**src/rtl/reset_sequencer.sv**
```systemverilog
// Button/power-on reset sequencer: holds every stage in reset, then releases the
// stages one at a time, bit 0 first, waiting for each acknowledge (with a timeout).
module reset_sequencer #(
  parameter int HOLD_CYCLES   = 10,
  parameter int ASSERT_CYCLES = 4,
  parameter int NUM_STAGES    = 3,
  parameter int ACK_TIMEOUT   = 16
) (
  input  logic                  CLK,
  input  logic                  Reset,
  input  logic                  Btn_L,
  input  logic [NUM_STAGES-1:0] Stage_Ack,
  output logic [NUM_STAGES-1:0] Stage_Reset_L,
  output logic                  Seq_Busy,
  output logic                  Seq_Done,
  output logic                  Ack_Timeout
);

  localparam int IDX_W = (NUM_STAGES > 1) ? $clog2(NUM_STAGES) : 1;
  localparam logic [IDX_W-1:0] LAST_IDX   = IDX_W'(NUM_STAGES - 1);
  localparam logic [15:0]      HOLD_MAX   = 16'(HOLD_CYCLES);
  localparam logic [15:0]      ASSERT_MAX = 16'(ASSERT_CYCLES);
  localparam logic [15:0]      ACK_MAX    = 16'(ACK_TIMEOUT);

  typedef enum logic [2:0] {
    S_IDLE    = 3'd0,
    S_ARM     = 3'd1,
    S_ASSERT  = 3'd2,
    S_RELEASE = 3'd3,
    S_DONE    = 3'd4
  } state_e;

  state_e           state_q;
  logic [15:0]      cnt_q;
  logic [15:0]      cnt_inc;
  logic [IDX_W-1:0] idx_q;
  logic             sync1_q;
  logic             btn_s_q;
  logic             ack_now;

  // Stages 0..idx are out of reset, the rest are held.
  function automatic logic [NUM_STAGES-1:0] released_mask(input logic [IDX_W-1:0] idx);
    logic [NUM_STAGES-1:0] m;
    m = '0;
    for (int i = 0; i < NUM_STAGES; i++) begin
      m[i] = (i <= int'(idx));
    end
    return m;
  endfunction

  always_ff @(posedge CLK or posedge Reset) begin
    if (Reset) begin
      sync1_q <= 1'b1;
      btn_s_q <= 1'b1;
    end else begin
      sync1_q <= Btn_L;
      btn_s_q <= sync1_q;
    end
  end

  // The one counter serves as hold, assert and ack-wait counter; it never wraps.
  always_comb begin
    cnt_inc = (cnt_q == 16'hFFFF) ? cnt_q : (cnt_q + 16'd1);
    ack_now = Stage_Ack[idx_q];
  end

  always_ff @(posedge CLK or posedge Reset) begin
    if (Reset) begin
      state_q       <= S_ASSERT;
      cnt_q         <= 16'd0;
      idx_q         <= '0;
      Stage_Reset_L <= '0;
      Seq_Busy      <= 1'b1;
      Seq_Done      <= 1'b0;
      Ack_Timeout   <= 1'b0;
    end else begin
      Seq_Done <= 1'b0;
      case (state_q)
        S_IDLE: begin
          if (!btn_s_q) begin
            state_q <= S_ARM;
            cnt_q   <= 16'd1;
          end else begin
            cnt_q <= 16'd0;
          end
        end
        S_ARM: begin
          if (!btn_s_q) begin
            if (cnt_q < HOLD_MAX) cnt_q <= cnt_inc;
          end else if (cnt_q >= HOLD_MAX) begin
            state_q       <= S_ASSERT;
            cnt_q         <= 16'd0;
            Stage_Reset_L <= '0;
            Seq_Busy      <= 1'b1;
            Ack_Timeout   <= 1'b0;
          end else begin
            state_q <= S_IDLE;
            cnt_q   <= 16'd0;
          end
        end
        S_ASSERT: begin
          if (cnt_inc >= ASSERT_MAX) begin
            state_q       <= S_RELEASE;
            cnt_q         <= 16'd0;
            idx_q         <= '0;
            Stage_Reset_L <= released_mask('0);
          end else begin
            cnt_q <= cnt_inc;
          end
        end
        S_RELEASE: begin
          // An ack arriving on the timeout cycle wins, so no flag is raised.
          if (ack_now || (cnt_inc >= ACK_MAX)) begin
            if (!ack_now) Ack_Timeout <= 1'b1;
            cnt_q <= 16'd0;
            if (idx_q == LAST_IDX) begin
              state_q       <= S_DONE;
              Seq_Done      <= 1'b1;
              Stage_Reset_L <= '1;
            end else begin
              idx_q         <= idx_q + IDX_W'(1);
              Stage_Reset_L <= released_mask(idx_q + IDX_W'(1));
            end
          end else begin
            cnt_q <= cnt_inc;
          end
        end
        S_DONE: begin
          state_q  <= S_IDLE;
          cnt_q    <= 16'd0;
          Seq_Busy <= 1'b0;
        end
        default: begin
          state_q       <= S_ASSERT;
          cnt_q         <= 16'd0;
          idx_q         <= '0;
          Stage_Reset_L <= '0;
          Seq_Busy      <= 1'b1;
          Ack_Timeout   <= 1'b0;
        end
      endcase
    end
  end

endmodule
```
**config.mk**
```make
export PLATFORM = sky130hd
export DESIGN_NAME = reset_sequencer
export DESIGN_NICKNAME = d
export VERILOG_FILES = /design/src/rtl/reset_sequencer.sv
export SDC_FILE = /design/constraint.sdc
export NUM_CORES = 1
export LEC_CHECK = 0
export ABC_AREA = 0
export CAP_MARGIN = 20
export CORE_MARGIN = 4
export CORE_UTILIZATION = 55
export CTS_CLUSTER_SIZE = 20
export DETAILED_ROUTE_END_ITERATION = 12
export GPL_TIMING_DRIVEN = 1
export PLACE_DENSITY = 0.75
export SLEW_MARGIN = 20
export SYNTH_ARGS = -nofsm -noshare
export SYNTH_HDL_FRONTEND = slang
export SYNTH_SLANG_ARGS = --single-unit
```
**constraint.sdc**
```tcl
create_clock -name CLK -period 2.7 [get_ports CLK]
set_input_delay 0.54 -clock CLK [delete_from_list [all_inputs] [get_ports CLK]]
set_output_delay 0.54 -clock CLK [all_outputs]
set_load 0.03 [all_outputs]
```
**Word level (Yosys, flattened, before mapping)**

Cells that the tools add are included.

- Add/sub/neg operators: 2
- $lt $le $gt $ge: 7
- Equality and inequality tests: 15
- Muxes and demuxes: 37
- Bitwise gates (word level): 4
- Reduce and logical (&&, ||, !) cells: 11

Operator list:

| kind | number |
|---|---|
| 2-to-1 mux 16 bit | 5 |
| one-hot mux 16 bit (4 select lines) | 1 |
| 2-to-1 mux 3 bit | 10 |
| adder 16 x 1 -> 16 bit, second input constant | 1 |
| equality test 16 bit, second input constant | 1 |
| >= comparator 16 x 3 -> 1 bit, second input constant | 1 |
| >= comparator 16 x 4 -> 1 bit, second input constant | 1 |
| >= comparator 16 x 5 -> 1 bit, second input constant | 1 |
| < comparator 16 x 4 -> 1 bit, second input constant | 1 |
| != test 2 bit, second input constant | 8 |
| one-hot mux 3 bit (5 select lines) | 1 |
| AND reduction 5 bit | 3 |
| one-hot mux 3 bit (4 select lines) | 1 |
| 2-to-1 mux 1 bit | 11 |
| OR reduction 3 bit | 3 |
| 2-to-1 mux 2 bit | 4 |
| equality test 3 x 2 -> 1 bit, second input constant | 2 |
| one-hot mux 1 bit (3 select lines) | 2 |
| one-hot mux 2 bit (3 select lines) | 1 |
| NOT 1 bit | 4 |
| AND reduction 4 bit | 1 |
| equality test 3 x 1 -> 1 bit, second input constant | 1 |
| equality test 3 bit, second input constant | 1 |
| logical NOT 3 bit | 1 |
| 10 further kinds | 10 |

- Bits in registers: 29
- Input port bits: 6
- Word-level logic and storage cells: 85

**Logic depth before layout (Yosys ltp)**

- Word-level depth: 6
- Mapped depth: 9
- Gate-level depth less buffers: 8

**Worst setup path after synthesis**

OpenSTA, ideal clock, no wires.

- Kind: register to register
- From: register cnt_q[0]
- To: register state_q[0]
- Library setup time: 0.123 ns
- Arrival time: 2.260 ns
- Data required time: 2.577 ns
- Setup slack: 0.317 ns
- Stages on the path, launching flop included: 10
- Clock period less this slack: 2.383 ns
- Cells stage by stage: dfrtp_1 -> ha_1 -> and2_1 -> o2111a_1 -> mux2i_1 -> o2111ai_1 -> or4b_4 -> buf_6 -> nor2_2 -> a21oi_2

- Cells in the longest elaborated chain, start to end: 6
- Elaborated cells between the ends (all ways): 9
- Classes of those cells: 1 x add/sub; 2 x order compare; 3 x eq/ne; 1 x mux; 2 x reduce/logical

Ends and longest elaborated chain:

| item | RTL line | RTL |
|---|---|---|
| start: declaration | 34 | `logic [15:0] cnt_q;` |
| start signal: assignment | 89 | `if (cnt_q < HOLD_MAX) cnt_q <= cnt_inc;` |
| start signal: assignment | 108 | `cnt_q <= cnt_inc;` |
| start signal: assignment | 125 | `cnt_q <= cnt_inc;` |
| adder 16 x 1 -> 16 bit / equality test 16 bit (equally long branches) | 63 | `cnt_inc = (cnt_q == 16'hFFFF) ? cnt_q : (cnt_q + 16'd1);` |
| 2-to-1 mux 16 bit * | 63 |  |
| >= comparator 16 x 5 -> 1 bit | 113 | `if (ack_now \|\| (cnt_inc >= ACK_MAX)) begin` |
| logical OR 1 bit | 113 |  |
| != test 2 bit (no line) | n/a |  |
| AND reduction 5 bit (no line) * | n/a |  |
| end signal: assignment | 117 | `state_q <= S_DONE;` |
| end signal: assignment | 129 | `state_q <= S_IDLE;` |
| end signal: assignment | 134 | `state_q <= S_ASSERT;` |
| end: declaration | 33 | `state_e state_q;` |

Every way passes the cells marked *; elsewhere a longest branch is shown, timed or not.
A chain may end at the register's enable or synchronous reset.

**Worst setup path after layout**

- From: register cnt_q[4]
- To: register idx_q[0]

- Cells in the longest elaborated chain, start to end: 6
- Elaborated cells between the ends (all ways): 9
- Classes of those cells: 1 x add/sub; 2 x order compare; 3 x eq/ne; 1 x mux; 2 x reduce/logical

Ends and longest elaborated chain:

| item | RTL line | RTL |
|---|---|---|
| adder 16 x 1 -> 16 bit / equality test 16 bit (equally long branches) | 63 |  |
| 2-to-1 mux 16 bit * | 63 |  |
| >= comparator 16 x 5 -> 1 bit | 113 |  |
| logical OR 1 bit | 113 |  |
| != test 2 bit (no line) | n/a |  |
| AND reduction 4 bit (no line) * | n/a |  |
| end signal: assignment | 121 | `idx_q <= idx_q + IDX_W'(1);` |
| end: declaration | 36 | `logic [IDX_W-1:0] idx_q;` |

Marks and branches as above.

==> results.py <==
metrics = {
    "global_route": {
        "grtUsageTotal_pct": 21.5,
        "grt_antenna_before_repair": 0,
        "gr-total-overflow": 0,
        "grt_pass1_wl_um": 7050,
        "grt_pass1_vias": 1442,
        "grt_max_degree": 30,
    },
    "clock_network": {
        "clock_latency_ps": 330,
        "cts_htree_levels": 2,
        "ctsHoldBuffers": 0,
        "cts.sinks": 29,
        "cts_buffer_depth": 2,
        "path_clk_slew_ps": 90,
        "cts_tree": "done",
        "numCtsBuffers": 5,
        "cts_root_buf": "clkbuf_4",
    },
    "place": {
        "portBuffers": 11,
        "hpwl_um": 2900,
        "gp_congestion": 0.869,
    },
    "logic_synthesis": {
        "syn-num-nets": 202,
        "syn_inst": 192,
        "synthArstFlopShare_pct": 100,
        "yosysWarnings": 0,
        "yosys_register_bits": 29,
        "avgSynthCellArea_um2": 9.51,
        "netlist_area_um2": 1830,
        "synthTopCellsByArea": "dfrtp_1, dfstp_2, nand2_1, and3_1, a21oi_1",
        "synth_edf_count": 0,
        "yosysTopAreaCellShare_pct": 34.3,
        "ys.flop_type": "dfrtp_1",
        "yosysUniqueCellTypes": 55,
        "ys_seq_area_share_pct": 40.0,
        "synth_largest_area_cell": "dfrtp_1",
    },
    "worst_hold_path": {
        "hold_class": "register to register",
        "whs_path_depth": 0,
    },
    "setup_path": {
        "crit_required_ps": 2910,
        "cpPeakStageDelay_ps": 550,
        "crit_path_end_kind": "register",
        "reg2reg_slack_ps": 140,
        "crit_slowest_cell": "or4_4",
        "r2r_cells": 8,
        "path_cells": "nand3_4 > or4_4 > o21ai_0 > a21boi_2 > nor3_2 > buf_4 > a21oi_1 > mux2_2",
        "path_class": "register to register",
        "crit_path_max_fanout": 6,
        "worstPathArrival_ps": 2760,
        "startpoint_type": "register",
    },
    "sta": {
        "tns_ps": 0,
        "final.setup_skew_ps": 12.1,
        "clock.fmax_ghz": 0.391,
        "slew_headroom_pct": 65.7,
        "finalCritPeriodShare_pct": 94.6,
        "drv_slew": 0,
        "finalSetupViolCount": 0,
        "worst_pin_slew_ps": 508,
        "finalCriticalPeriod_ps": 2560,
        "hold_violations": 0,
        "rsz0062_at_grt": "no",
        "hold_slack_ps": 363,
    },
    "floorplanning": {
        "ios": 12,
        "initial_core_util_pct": 58.8,
        "die_h_um": 65.6,
        "fp.dieW_um": 65.6,
        "core-area_um2": 3100,
        "die_area_um2": 4300,
        "rows": 20,
    },
    "layout": {
        "insertedDiodeCount": 0,
        "final_common_cell": "dfrtp_1",
        "postLayoutCoreUtil_pct": 66.6,
        "drive_above_1_share_pct": 19.1,
        "num-nets-final": 219,
        "final_cell_mix": "dfrtp_1, nand2_1, and3_1, nor2_1, clkdlybuf4s50_1",
        "area_delta_synth_final_pct": 13.2,
    },
    "power_and_ir_drop": {
        "p_leak_nw": 0.945,
        "powerDensity_nw_per_um2": 730,
        "peakVddDrop_mv": 0.520,
    },
    "drt": {
        "drt-total-wl_um": 3940,
        "detail_route.iter0.violations": 111,
        "drt-pass1-iter-count": 4,
        "ant_nets": 0,
        "drt-vias-per-instance": 5.95,
        "wl_per_cell_um": 15.6,
        "drc": 0,
        "vias": 1505,
    },
    "flow_run": {
        "cap_violations": 0,
    },
    "run_status": {
        "status": "completed",
    },
}
-- cell type report --
cell class,count,area (um^2)
repair buffers,18,163
fillers,263,1040
clock buffers,7,55.1
multi-input cells,145,1020
flip-flops and latches,29,732
inverters,10,37.5
well taps,44,55.1
-- kinds of logic after synthesis --
kind of cell             share of synthesized area (%)
AND/OR/NAND/NOR                                   28.6
flip-flops                                        40.0
XOR/XNOR                                          1.92
multiplexers                                      5.21
buffers and inverters                             4.25
AO/OA/AOI/OAI                                     17.3
adder cells (fa/ha/maj)                           2.74
-- critical path: cells and delay by family, from the launching register on --
kind            cells  cell delay, ps
simple gates        3             770
buf+inv             1             160
mux                 1             380
compound gates      3             630
flops               1             490
-- cell usage after synthesis, drive strengths merged (5+ instances only) --
library cell / n
nor3: 8
clkbuf: 5
nor2: 12
inv: 10
a21oi: 12
mux2i: 5
and3: 12
nand2: 21
nor4: 5
and2: 6
nand3: 5
dfrtp: 25
-- worst paths after layout --
kind / from / endpoint
setup / recovery: cnt_q[4]$_DFFE_PP0P_ / idx_q[0]$_DFFE_PP0P_
hold / removal: sync1_q$_DFF_PP1_ / btn_s_q$_DFF_PP1_
setup reg to reg: cnt_q[4]$_DFFE_PP0P_ / idx_q[0]$_DFFE_PP0P_
hold reg to reg: sync1_q$_DFF_PP1_ / btn_s_q$_DFF_PP1_
max in group asynchronous: Reset / state_q[1]$_DFFE_PP1P_
min in group asynchronous: Reset / cnt_q[10]$_DFFE_PP0P_
-- flip-flops by register name, summed over array words and instances (netlist names) --
register / flops
btn_s_q: 1
state_q: 3
Ack_Timeout: 1
Stage_Reset_L: 3
cnt_q: 16
Seq_Busy: 1
idx_q: 2
sync1_q: 1
Seq_Done: 1
-- where the power goes --
group / switching, mW / internal, mW / leakage [nW]
logic: 0.359 / 0.276 / 0.534
registers: 0.0924 / 0.518 / 0.380
clock network: 0.140 / 0.123 / 0.0314
-- stage by stage --
step           area, um^2  power, mW  worst slack (ps)  instances
2_1_floorplan        1830       1.08               317        192
3_3_place_gp         2000       1.22               212        245
3_5_place_dp         2000       1.25               145        245
4_1_cts              2050       1.52               141        252
5_1_grt              2070       1.62              33.1        253
6_report             2070       1.51               145        253
-- routing by layer --
| layer | vias up | GRT usage (%) | wire (um) |
|---|---|---|---|
| met5 | - | 0 | 0 |
| met4 | 0 | 5.70 | 43 |
| met3 | 6 | 5.30 | 296 |
| met2 | 51 | 32.2 | 1790 |
| met1 | 709 | 30.9 | 1810 |
| li1 | 739 | - | - |
-- timing repair --
action / in CTS / in global routing
buffers inserted: 0 / 1
setup endpoints to repair: 0 / 7
resized for setup: 0 / 3
Note: power is estimated with default switching activity, not from simulation.
==> variant 1, RTL diff (same settings) <==
The parameter `NUM_STAGES` goes from 3 to 2.
--- a/src/rtl/reset_sequencer.sv
+++ b/src/rtl/reset_sequencer.sv
@@ -5,3 +5,3 @@
   parameter int ASSERT_CYCLES = 4,
-  parameter int NUM_STAGES    = 3,
+  parameter int NUM_STAGES    = 2,
   parameter int ACK_TIMEOUT   = 16
Ports: changed (resized Stage_Ack and Stage_Reset_L); port bits go from 12 to 10. No check against the original RTL was run, so the function may have changed too.
==> variant 1 against the unedited design <==
- routed wire length fell by 8.7%
- setup slack got worse by 22 ps
- total power fell by 14%
- design area fell by 14%
- hold slack improved by 3.1 ps
- count of clock-buffer cells in the layout fell by 3
- non-clock buffer count decreased by 1
- sequential cell count decreased by 2
- cell count shrank 17%
- synthesized area is 12% lower
- sequential power shrank 5.4%
- core utilization fell by 2.4 points
- highest routed layer unchanged
==> variant 1: results (changes against the unedited design) <==
FINISH
----------------------------------------------------------------------------------
Share of final-layout standard cells stronger than drive strength 1          14.4%   -4.7 points
Final nets                                                                     188   -14%
Number of filler instances in the final layout                                 216   -18%
Antenna cell count                                                               0   unchanged
Largest registers ranked by flip-flop count                           cnt_q x16, state_q x3, Stage_Reset_L x2

CLOCKING
----------------------------------------------------------------------------------
Clock-pin slew on the worst setup and hold paths                            130 ps   +40 ps
Number of H-tree levels                                                          1   -1
Buffer depth of the longest clock path                                           2   unchanged
Number of buffers created by CTS                                                 3   -2
Root buffer cell                                                      sky130_fd_sc_hd__clkbuf_4
Source-to-sink clock delay at the later pin of the worst-skew pair          310 ps   -20 ps

WORST SETUP PATH
----------------------------------------------------------------------------------
Largest fanout on the critical path                                              7   +1
Family with the most delay on the worst path                          simple AND/OR/NAND/NOR gates
Critical-path cell with the highest stage delay                       sky130_fd_sc_hd__nor4_4
Arrival time at the worst endpoint                                         2790 ps   +30 ps
Largest stage delay on the critical path                                    400 ps   -150 ps

OUTCOME
----------------------------------------------------------------------------------
Outcome                                                               finished, final reports clean

SYNTH
----------------------------------------------------------------------------------
Share of the yosys chip area belonging to registers                          42.4%   +2.4 points
Number of warning messages in the yosys log                                      0   unchanged
Synth area leaders                                                    sky130_fd_sc_hd__dfrtp_1 36%, sky130_fd_sc_hd__dfstp_2 6.6%, sky130_fd_sc_hd__and3_1 5.1%
Post-Syn Area per Cell                                                  9.55 sq um   +0.42%
Fraction of registers with async set or reset after synthesis                 100%   unchanged
Synthesized netlist net count                                                  175   -13%
Most used standard cells in the synthesized netlist                   23 x sky130_fd_sc_hd__dfrtp_1, 13 x sky130_fd_sc_hd__and3_1, 10 x sky130_fd_sc_hd__nand2_1
Number of different library cells in the post-synthesis netlist                 47   -15%

ROUTING
----------------------------------------------------------------------------------
Number of vias in the routed layout                                           1391   -7.6%
Iteration count of the initial detailed-routing pass                             4   unchanged
Routed wire length per instance                                            17.0 um   +9.4%
Number of DRC violations after detailed-routing iteration 0                    130   +17%
Final routed wirelength across all metal layers                            3600 um   -8.7%

PLACEMENT
----------------------------------------------------------------------------------
Final weighted congestion of routability-driven global placement             0.962   +11%
Number of instances in the placed design                                       205   -16%
Post-DP HPWL                                                               2560 um   -12%
I/O Buffers                                                                      9   -2

GLOBAL ROUTE
----------------------------------------------------------------------------------
Number of antenna violations at the first check in global routing                0   unchanged
Pin count of the biggest net entering global routing                            28   -6.7%
First-pass GRT wire length                                                 6270 um   -11%
Number of global-route vias before repair                                     1290   -11%
GRT Resource Usage Total                                                     21.7%   +0.18 points

POWER
----------------------------------------------------------------------------------
Leakage                                                                   0.828 nW   -12%
Max rail drop VDD                                                       0.000875 V   +68%

STA
----------------------------------------------------------------------------------
Measured slew at the worst slew-check pin                                   591 ps   +83.7 ps
Worst clock skew on the final layout                                       3.78 ps   -8.36 ps

WORST HOLD PATH
----------------------------------------------------------------------------------
Min-delay worst type                                                    reg -> reg

JOB
----------------------------------------------------------------------------------
Reported max-cap violation count                                                 0   unchanged

variant 1: cell count changes in the layout (fill, tap and decap cells not counted), moves of 3 or more:
cell / change
sky130_fd_sc_hd__nand2_1: -11
sky130_fd_sc_hd__a31oi_1: +5
sky130_fd_sc_hd__o21ai_0: +5
sky130_fd_sc_hd__nor2_1: -4
sky130_fd_sc_hd__and4_1: +3
sky130_fd_sc_hd__inv_1: -3
sky130_fd_sc_hd__mux2i_1: -3
sky130_fd_sc_hd__o31ai_1: -3
variant 1: stage by stage:
stage	power, mW	cell area (sq um)	hold WS [ps]	setup WS, ps
after CTS	1.30	1770	368	33.2
after detailed placement	1.13	1740	349	100
final	1.29	1790	366	122
after floorplan	0.952	1600	345	298
after global routing	1.40	1790	370	6.84
after global placement	1.12	1740	350	86.7
variant 1: final timing paths:
path | end | slack [ps] | cells after the start | start
setup / recovery | state_q[0]$_DFFE_PP0P_ | 120 | 9 | cnt_q[1]$_DFFE_PP0P_
hold / removal | btn_s_q$_DFF_PP1_ | 370 | 0 | sync1_q$_DFF_PP1_
setup reg to reg | state_q[0]$_DFFE_PP0P_ | 120 | 9 | cnt_q[1]$_DFFE_PP0P_
hold reg to reg | btn_s_q$_DFF_PP1_ | 370 | 0 | sync1_q$_DFF_PP1_
max in group asynchronous | sync1_q$_DFF_PP1_ | 1840 | 3 | Reset
min in group asynchronous | cnt_q[3]$_DFFE_PP0P_ | 560 | 3 | Reset
variant 1: logic make-up after synthesis:
group | count (synthesis) | share of synthesized area, %
AOI/OAI and AO/OA | 43 | 18.4
xor gates and xnor gates | 3 | 1.64
adders and majority gates | 2 | 1.56
buffers and inverters | 16 | 4.06
DFF | 27 | 42.4
muxes | 4 | 2.65
and+or+nand+nor | 73 | 29.3
variant 1: layout make-up:
type,count,area [sq um],share of cell area (%)
inverter,7,26.3,1.47
sequential,27,681,38.1
clock buffer,4,26.3,1.47
multi-input combinational,125,863,48.4
tap,31,38.8,2.17
timing repair buffer,17,150,8.41
variant 1: routing by layer:
layer | part of all wire [%] | GRT usage [%] | up-vias
met4 | 1.1 | 6.06 | 0
met3 | 6.6 | 2.27 | 4
met2 | 43 | 29.9 | 58
li1 | - | - | 666
met1 | 49 | 35.3 | 663
met5 | 0 | 0 | -
variant 1: report_power, final:
group | internal [mW] | switching (mW) | total, mW
clock | 0.0576 | 0.108 | 0.166
combinational | 0.250 | 0.301 | 0.551
sequential | 0.484 | 0.0935 | 0.577
total | 0.791 | 0.503 | 1.29
variant 1: timing repair:
action | CTS | global route
gates resized for setup | 0 | 1
setup endpoints to repair | 0 | 12
hold buffers | 0 | 0
setup buffers | 0 | 2
==> variant 2, RTL diff (config.mk and constraints unchanged) <==
Without the edit above. Make the reset (`Reset`) synchronous in 2 clocked blocks.
--- a/src/rtl/reset_sequencer.sv
+++ b/src/rtl/reset_sequencer.sv
@@ -50,3 +50,3 @@
 
-  always_ff @(posedge CLK or posedge Reset) begin
+  always_ff @(posedge CLK) begin
     if (Reset) begin
@@ -66,3 +66,3 @@
 
-  always_ff @(posedge CLK or posedge Reset) begin
+  always_ff @(posedge CLK) begin
     if (Reset) begin
Behaviour: differs if Reset is asserted again (counterexample within 10 cycles, from zero or initial values and one cycle with Reset high); with Reset held inactive, the same outputs for 10 cycles.
==> variant 2 against the unedited design <==
- design area is 1.2% lower
- largest cell class unchanged
- highest routed layer unchanged
- synthesized area is 3.8% lower
- setup slack worse by 11 ps
- via count rose by 17%
- sequential cell count unchanged
- synthesized cell count rose by 12%
- first-iteration DRC count is 81% higher
- non-clock buffer count grew 6
- routed wire length is 15% higher
- maximum frequency is 0.44% lower
Power is not compared: it rests on default switching activity, and its combinational part moved more than twofold at a synthesized area within 25%.
==> variant 2: results (changes against the unedited design) <==
GLOBAL ROUTE
---------------------------------------------------------------------------------
GRT Resource Usage Total                                                    23.5%   +2.0 points
First-pass GRT wire length                                                7520 um   +6.7%
Number of antenna violations at the first check in global routing               0   unchanged
Pin count of the biggest net entering global routing                           15   -50%
Number of global-route vias before repair                                    1634   +13%

STA
---------------------------------------------------------------------------------
Final hold slack                                                           441 ps   +78.1 ps
Measured slew at the worst slew-check pin                                  658 ps   +150 ps

WORST SETUP PATH
---------------------------------------------------------------------------------
Setup crit start                                                     cnt_q[4]$_SDFFE_PP0P_
Largest fanout on the critical path                                             8   +2
Arrival time at the worst endpoint                                        2790 ps   +30 ps
Largest stage delay on the critical path                                   530 ps   -20 ps
Endpoint of the worst register-to-register path                      Ack_Timeout$_SDFFE_PP0P_
Cell depth of the worst flop-to-flop path                                       7   -1

CLOCKING
---------------------------------------------------------------------------------
Source-to-sink clock delay at the later pin of the worst-skew pair         340 ps

SYNTH
---------------------------------------------------------------------------------
Ys flop type                                                         sky130_fd_sc_hd__dfxtp_1
Fraction of registers with async set or reset after synthesis                  0%   -100 points
Number of different library cells in the post-synthesis netlist                50   -9.1%
Post-Syn Area per Cell                                                 8.16 sq um   -14%
Dominant cell by count in the synthesized netlist                    sky130_fd_sc_hd__dfxtp_1
Most used standard cells in the synthesized netlist                  29 x sky130_fd_sc_hd__dfxtp_1, 23 x sky130_fd_sc_hd__nand2_1, 14 x sky130_fd_sc_hd__and3_1
Share of the yosys chip area belonging to registers                         33.1%   -7.0 points
Synthesized netlist net count                                                 225   +11%
Synth area leaders                                                   sky130_fd_sc_hd__dfxtp_1 33%, sky130_fd_sc_hd__and3_1 5.0%, sky130_fd_sc_hd__nand2_1 4.9%

PLACEMENT
---------------------------------------------------------------------------------
Place WS                                                                   172 ps   +26.6 ps
Dpl cell area                                                        0.00193 sq mm   -3.1%
Post-DP HPWL                                                              3310 um   +14%

FINISH
---------------------------------------------------------------------------------
Non-Filler Instances                                                          277   +9.5%
Number of filler instances in the final layout                                265   +0.76%
Fraction of area in clock buffers and inverters                             4.17%   +1.5 points
Number of non-clock inverters in the layout                                    11   +1
Multi-input gate area in the final layout                            0.00107 sq mm   +4.8%
Final nets                                                                    242   +11%
Non-clock buffers, area share                                               10.2%   +2.3 points
Final std cell area, no fill                                         0.00204 sq mm   -1.2%
Layout multi-input combinational cell count                                   161   +11%
Sequential cell area in the final layout                                581 sq um   -21%
Buffers outside the clock class                                                24   +6

WORST HOLD PATH
---------------------------------------------------------------------------------
Capture endpoint of the worst hold path                              btn_s_q$_SDFF_PP1_
Hold Path Origin                                                     sync1_q$_SDFF_PP1_
Min-delay worst type                                                   reg -> reg

ROUTING
---------------------------------------------------------------------------------
Average vias per placed instance                                             6.36   +6.9%
Number of DRC violations after detailed-routing iteration 0                   201   +81%
Routed wire length per instance                                           16.4 um   +5.1%
Iteration count of the initial detailed-routing pass                            5   +1

OUTCOME
---------------------------------------------------------------------------------
Outcome                                                              finished, final reports clean

[variant 2: changes by cell type after synthesis, sizes merged, moves of 4 or more]
| cell | delta |
|---|---|
| a31oi | +5 |
| a41oi | +5 |
| and4 | +6 |
| clkbuf | +7 |
| dfrtp | -25 |
| dfstp | -4 |
| dfxtp | +29 |
| mux2 | -4 |
| nand4 | +4 |
| nor3 | +4 |
| o21ai | +6 |
[variant 2: cells by family (layout without fill, tap and decap cells)]
logic type,after synthesis,in the layout,synth area share (%)
and+or+nand+nor,98,98,33.4
AOI/OAI and AO/OA,53,53,21.3
xor gates and xnor gates,1,1,0.499
muxes,5,5,3.06
DFF,29,29,33.1
adders and majority gates,4,4,2.85
buffers and inverters,25,43,5.84
[variant 2: where the power goes]
group	internal [mW]	switching, mW	leakage (nW)
combinational	0.123	0.191	0.551
sequential	0.460	0.0335	0.235
clock	0.221	0.157	0.0455
[variant 2: per-layer routing]
layer,global-route usage [%],wire (um)
met1,27.2,1940
met2,40.6,2210
met3,6.24,247
met4,10.6,129
met5,0,0
[variant 2: worst max path at each step]
stage                                          to  slack (ps)  cells past startpoint
floorplan                   idx_q[1]$_SDFFE_PP0P_         170                      9
global placement    Stage_Reset_L[2]$_SDFFE_PP0P_         220                      7
detailed placement  Stage_Reset_L[2]$_SDFFE_PP0P_         170                      7
CTS                 Stage_Reset_L[2]$_SDFFE_PP0P_         160                      7
global route        Stage_Reset_L[2]$_SDFFE_PP0P_         -60                      8
finish                   Ack_Timeout$_SDFFE_PP0P_         130                      7
[variant 2: repair_timing]
item,CTS,global route
endpoints found under the setup margin,0,8
resized for setup,0,0
setup buffers,0,3
[variant 2: worst max-delay path, delay by kind of cell, from the launching register on]
kind	cells	cell delay, ps
simple gates	4	1360
flops	1	480
compound gates	3	620
